`config.mk`:
```
export PLATFORM = sky130hd
export DESIGN_NAME = alu_seq_div
export DESIGN_NICKNAME = d
export VERILOG_FILES = /design/src/rtl/alu_seq_div.sv
export SDC_FILE = /design/constraint.sdc
export NUM_CORES = 1
export LEC_CHECK = 0
export ABC_CLOCK_PERIOD_IN_PS = 11900
export CAP_MARGIN = 40
export CORE_MARGIN = 2
export CORE_UTILIZATION = 50
export CTS_BUF_LIST = sky130_fd_sc_hd__clkbuf_4 sky130_fd_sc_hd__clkbuf_8
export DETAILED_ROUTE_END_ITERATION = 12
export MAX_ROUTING_LAYER = met4
export PLACE_DENSITY = 0.73
export SLEW_MARGIN = 30
export SYNTH_ARGS = -nofsm -noshare
export SYNTH_HDL_FRONTEND = slang
export SYNTH_SLANG_ARGS = --single-unit
export TNS_END_PERCENT = 1
```
`constraint.sdc`:
```
create_clock -name clk -period 11.9 [get_ports clk]
set_clock_uncertainty 0.1 [all_clocks]
set_input_delay 2.975 -clock clk [delete_from_list [all_inputs] [get_ports clk]]
set_output_delay 2.975 -clock clk [all_outputs]
set_load 0.02 [all_outputs]
```
`src/rtl/alu_seq_div.sv`:
```
// alu_seq_div: sequential 32-bit restoring divider with an IDLE/RUN/DONE FSM.
// One shift-subtract step per RUN cycle (32 steps). A zero divisor skips RUN
// and goes straight to DONE.
// Optional feature macro: ALU_DIV_SIGNED_EN selects two's-complement operands,
// handled by dividing magnitudes and fixing the signs in DONE.
module alu_seq_div (
  input  logic        clk,
  input  logic        reset,
  input  logic        start,
  input  logic [31:0] a,
  input  logic [31:0] b,
  output logic        busy,
  output logic        done,
  output logic [31:0] quotient,
  output logic [31:0] remainder,
  output logic        div_zero
);

`ifdef ALU_DIV_SIGNED_EN
  localparam logic SIGNED_EN = 1'b1;
`else
  localparam logic SIGNED_EN = 1'b0;
`endif

  typedef enum logic [1:0] {
    S_IDLE = 2'd0,
    S_RUN  = 2'd1,
    S_DONE = 2'd2
  } state_t;

  state_t      r_state;
  state_t      w_state_nxt;

  logic [5:0]  r_count;
  logic [31:0] r_quo;       // dividend bits shift out, quotient bits shift in
  logic [31:0] r_rem;       // partial remainder
  logic [31:0] r_divisor;
  logic [31:0] r_a_orig;    // original dividend, returned on divide by zero
  logic        r_dz;
  logic        r_neg_q;
  logic        r_neg_r;

  logic        r_busy;
  logic        r_done;
  logic [31:0] r_quotient;
  logic [31:0] r_remainder;
  logic        r_div_zero;

  logic        w_a_neg;
  logic        w_b_neg;
  logic [31:0] w_a_mag;
  logic [31:0] w_b_mag;
  logic [32:0] w_shift;
  logic [31:0] w_diff;
  logic        w_ge;
  logic [31:0] w_rem_nxt;
  logic [31:0] w_q_fix;
  logic [31:0] w_r_fix;

  function automatic logic [31:0] f_neg(input logic [31:0] v);
    return 32'd0 - v;
  endfunction

  // Operand signs and magnitudes (signs are always zero in the unsigned build)
  always_comb begin
    w_a_neg = SIGNED_EN & a[31];
    w_b_neg = SIGNED_EN & b[31];
    if (w_a_neg) w_a_mag = f_neg(a);
    else         w_a_mag = a;
    if (w_b_neg) w_b_mag = f_neg(b);
    else         w_b_mag = b;
  end

  // One restoring step: 33-bit shifted remainder compared against the divisor.
  // Only the low 32 bits of the difference are kept since a kept result is
  // always smaller than the divisor.
  always_comb begin
    w_shift = {r_rem, r_quo[31]};
    w_ge    = (w_shift >= {1'b0, r_divisor});
    w_diff  = w_shift[31:0] - r_divisor;
    if (w_ge) w_rem_nxt = w_diff;
    else      w_rem_nxt = w_shift[31:0];
  end

  // Sign correction applied to the magnitude result in DONE
  always_comb begin
    if (r_neg_q) w_q_fix = f_neg(r_quo);
    else         w_q_fix = r_quo;
    if (r_neg_r) w_r_fix = f_neg(r_rem);
    else         w_r_fix = r_rem;
  end

  // FSM state register
  always_ff @(posedge clk or posedge reset) begin
    if (reset) r_state <= S_IDLE;
    else       r_state <= w_state_nxt;
  end

  // FSM next-state logic
  always_comb begin
    w_state_nxt = r_state;
    case (r_state)
      S_IDLE: begin
        if (start) begin
          if (b == 32'd0) w_state_nxt = S_DONE;
          else            w_state_nxt = S_RUN;
        end else begin
          w_state_nxt = S_IDLE;
        end
      end
      S_RUN: begin
        if (r_count == 6'd31) w_state_nxt = S_DONE;
        else                  w_state_nxt = S_RUN;
      end
      S_DONE:  w_state_nxt = S_IDLE;
      default: w_state_nxt = S_IDLE;
    endcase
  end

  // Operand capture and iterative datapath
  always_ff @(posedge clk or posedge reset) begin
    if (reset) begin
      r_count   <= 6'd0;
      r_quo     <= 32'd0;
      r_rem     <= 32'd0;
      r_divisor <= 32'd0;
      r_a_orig  <= 32'd0;
      r_dz      <= 1'b0;
      r_neg_q   <= 1'b0;
      r_neg_r   <= 1'b0;
    end else begin
      case (r_state)
        S_IDLE: begin
          if (start) begin
            r_count   <= 6'd0;
            r_quo     <= w_a_mag;
            r_rem     <= 32'd0;
            r_divisor <= w_b_mag;
            r_a_orig  <= a;
            r_dz      <= (b == 32'd0);
            r_neg_q   <= w_a_neg ^ w_b_neg;
            r_neg_r   <= w_a_neg;
          end
        end
        S_RUN: begin
          r_quo   <= {r_quo[30:0], w_ge};
          r_rem   <= w_rem_nxt;
          r_count <= r_count + 6'd1;
        end
        default: begin
          r_count <= r_count;
        end
      endcase
    end
  end

  // Registered outputs: busy follows the next state, results load in DONE
  always_ff @(posedge clk or posedge reset) begin
    if (reset) begin
      r_busy      <= 1'b0;
      r_done      <= 1'b0;
      r_quotient  <= 32'd0;
      r_remainder <= 32'd0;
      r_div_zero  <= 1'b0;
    end else begin
      r_busy <= (w_state_nxt != S_IDLE);
      r_done <= (r_state == S_DONE);
      if (r_state == S_DONE) begin
        if (r_dz) begin
          r_quotient  <= 32'hFFFF_FFFF;
          r_remainder <= r_a_orig;
          r_div_zero  <= 1'b1;
        end else begin
          r_quotient  <= w_q_fix;
          r_remainder <= w_r_fix;
          r_div_zero  <= 1'b0;
        end
      end
    end
  end

  assign busy      = r_busy;
  assign done      = r_done;
  assign quotient  = r_quotient;
  assign remainder = r_remainder;
  assign div_zero  = r_div_zero;

endmodule

```
==> results by group <==
Drt
  • Avg WL per Cell: 16.6 um
  • Highest Signal Layer: met4
  • Met3 Wirelength: 1390 um
  • Initial DRC Count: 610
  • Via/cell ratio: approximately 5.6
  • Drt pass-1 iters: 5
  • Drt total wl: 26600 um
  • M1 WL: 12800 um
  • Number of remaining DRC errors: 0
  • DRT antenna net count: 0
  • Vias: 8912
  • Met2 WL: 12000 um

GRT
  • Overflow after GRT: 0
  • Initial antenna violation count: 0
  • Largest net degree at the start of global routing: between 90 and 100
  • GRT Resource Usage Total: 0.250
  • Vias in the first global route: 8435
  • Global-route wire length before repair: 43800 um

Floorplan
  • Core area: 0.0209 mm2
  • IO Count: 134
  • Die W: 149 um
  • Row count: between 50 and 60
  • Starting density of the core: 0.506
  • DIE AREA: 0.0223 mm2
  • Die height: 149 um

Critical path
  • Startpoint Class: primary input
  • CP Depth: 9
  • Arrival @ worst endpoint: 5210 ps
  • Setup slack, reg-to-reg: 8330 ps
  • Kind of end point of the critical path: flop
  • Last element of the critical path: r_state[1]
  • Critical Path Source: start
  • Required time of the worst setup path: 12250 ps
  • Critical path peak fanout: 38
  • Cells on worst reg2reg path: 10
  • Critical path's top delay family: buffers and inverters
  • CP Buf/Inv Count: 4
  • CP dominant cell by count: buf_4
  • Critical Path, Cell by Cell: clkdlybuf4s50_1 -> buf_4 -> nor2b_2 -> buf_4 -> nand2b_1 -> buf_4 -> nor3_1 -> a21oi_1 -> nor2_1
  • R2R Path End: r_rem[19]
  • CP peak stage delay: 460 ps
  • R2R Path Start: r_rem[7]
  • CP Class: primary input to flop
  • Crit-path slowest cell: clkdlybuf4s50_1

Logic synthesis
  • Yosys reg bits: 204
  • Synth Cell Area: 0.0106 mm2
  • Yosys top cell by area: dfrtp_1
  • Syn Area/Cell: just under 9 um2
  • Syn Inst Count: between 1k and 1.5k
  • Top post-synthesis cells by area: dfrtp_1 (48%), nand2_1 (9.0%), o21ai_0 (7.5%), ha_1 (3.9%), mux2i_1 (3.6%)
  • Top cell type's share of synthesized area: 0.483
  • Mapped Nets: about 1.3k
  • Synth warnings: 0
  • Unique cell type count in the Yosys netlist: between 60 and 70
  • Main synth FF type: dfrtp_1
  • Post-synth EDFFs: 0
  • Seq/Total Area, Yosys: 0.483
  • Ys async rst share: 1.00

Power
  • Worst vdd ir: about 0.00014 V
  • Power Dens Cells: ~290 mW/mm2
  • Total power draw: 3.72 mW
  • Lkg Pwr: 5.76 nW

Hold path
  • HP Class: flop to flop
  • Worst Hold Depth: 2

Cells and area
  • Layout Utilization: 0.622
  • Share of cells above drive strength 1: 0.0708
  • P&R area growth vs syn: 22.8%
  • Commonest cells after routing, fill and taps aside: nand2_1 (253), dfrtp_1 (203), o21ai_0 (158)
  • Layout Cells excl Fill: 1603
  • NumNets Final: 1404
  • Ant diodes: 0
  • Commonest non-fill, non-tap cell in the layout: nand2_1

CTS
  • Post_cts resized: 0
  • Longest Clk Path Bufs: 3
  • Num Clock Sinks: 204
  • Setup bufs post-CTS: 0
  • TritonCTS Buffers: 35
  • CTS clk-pin slew, worst paths: 60 ps
  • Skew-Pair Late Insertion Delay: approximately 540 ps
  • Root buf cell: clkbuf_8
  • H-tree Lvls: 2
  • Hold-fix buffers at CTS: 0
  • CTS tree: yes

Timing
  • Fmax: 206 MHz
  • Endpoints failing setup: 0
  • Tmin final: 4860 ps
  • Period utilization: 0.408
  • Worst-margin pin slew: 779 ps
  • Final setup margin: around 7000 ps
  • Max Transition Viols Final: 0
  • Setup total negative slack: 0 ps
  • Max-slew headroom: 0.479
  • Count of final hold-check violations: 0
  • Unrepaired setup endpoints after global routing: no

Run status
  • Outcome: finished, final reports clean

Place
  • Port bufs: 133
  • Pre-CTS setup slack: 6530 ps
  • Placer Congestion: between 0.8 and 0.9
  • DP Cell Count: 1540
  • DP HPWL: 18500 um

Flow run
  • Max Cap Violations: 0
==> synthesized netlist by cell type, types with 4 or more instances <==
cell type and number:
buf_1 6, o21a_1 4, nand2_1 253, dfrtp_1 204, xor2_1 9, nor3_1 6
and3_1 7, mux2i_1 38, buf_2 8, xnor2_1 15, clkbuf_1 63, a21o_1 12
inv_1 42, nor4_1 8, nand4_1 7, and2_1 4, a21oi_1 61, a31oi_1 4
o21ai_1 10, nand3_1 29, o311ai_1 19, a22oi_1 32, o21ai_0 158, nor2_1 60
nand2b_1 7, a32oi_1 5, ha_1 33, nor2b_1 37
==> per-layer routing <==
metal | GRT usage | vias to the layer above
li1 | - | 4375
met2 | 0.376 | 232
met5 | - | -
met3 | 0.0351 | 42
met1 | 0.358 | 4263
met4 | 0.0662 | 0
==> metrics by stage <==
step	cell area, um2	hold WS, ps
CTS	13000	381
detailed placement	12200	362
global route	13000	401
finish	13000	375
floorplan	10600	345
global placement	12100	356
==> where the power goes <==
part           internal, mW  switching [mW]
logic                 0.806           0.996
clock network         0.419           0.290
registers             0.978           0.228
total                  2.20            1.51
==> worst register-to-register path, cell delays in order, from the launching register on <==
cell,delay [ps]
dfrtp_1,440
ha_1,430
a21oi_1,190
o21ai_0,180
or3_1,400
o21ai_1,240
a31oi_1,180
o21ai_4,420
buf_4,500
mux2i_1,260
o21ai_1,90
==> logic make-up (layout without fill, tap and decap cells) <==
kind of cell               count (synthesis)  after routing  synth area share
AOI/OAI and AO/OA                        343            343             0.196
xor gates and xnor gates                  24             24            0.0199
adders and majority gates                 34             34            0.0409
buffers and inverters                    121            253            0.0446
DFF                                      204            204             0.483
muxes                                     38             38            0.0360
and+or+nand+nor                          432            432             0.180
==> cell type report <==
| cell class | count | area, um2 |
|---|---|---|
| repair buffers | 149 | 1540 |
| clock inverters | 6 | 87.6 |
| inverters | 42 | 165 |
| fillers | 1823 | 7910 |
| clock buffers | 56 | 702 |
| well taps | 275 | 344 |
| flip-flops and latches | 204 | 5110 |
| multi-input cells | 871 | 5040 |
==> state kept, by name, indices dropped and copies added, names as in the netlist <==
register	count
r_a_orig	32
r_quo	32
div_zero	1
r_state	2
remainder	32
r_rem	32
r_divisor	32
quotient	32
r_dz	1
busy	1
done	1
r_count	6
==> how the worst min path moves through the flow <==
| stage | start | endpoint |
|---|---|---|
| final | quotient[4] | quotient[4] |
| after global routing | quotient[20] | quotient[20] |
| after CTS | div_zero | div_zero |
| after detailed placement | r_a_orig[29] | r_a_orig[29] |
| after global placement | r_a_orig[15] | r_a_orig[15] |
| after floorplan | r_a_orig[0] | r_a_orig[0] |
No activity file was read; power rests on OpenSTA's default activity.
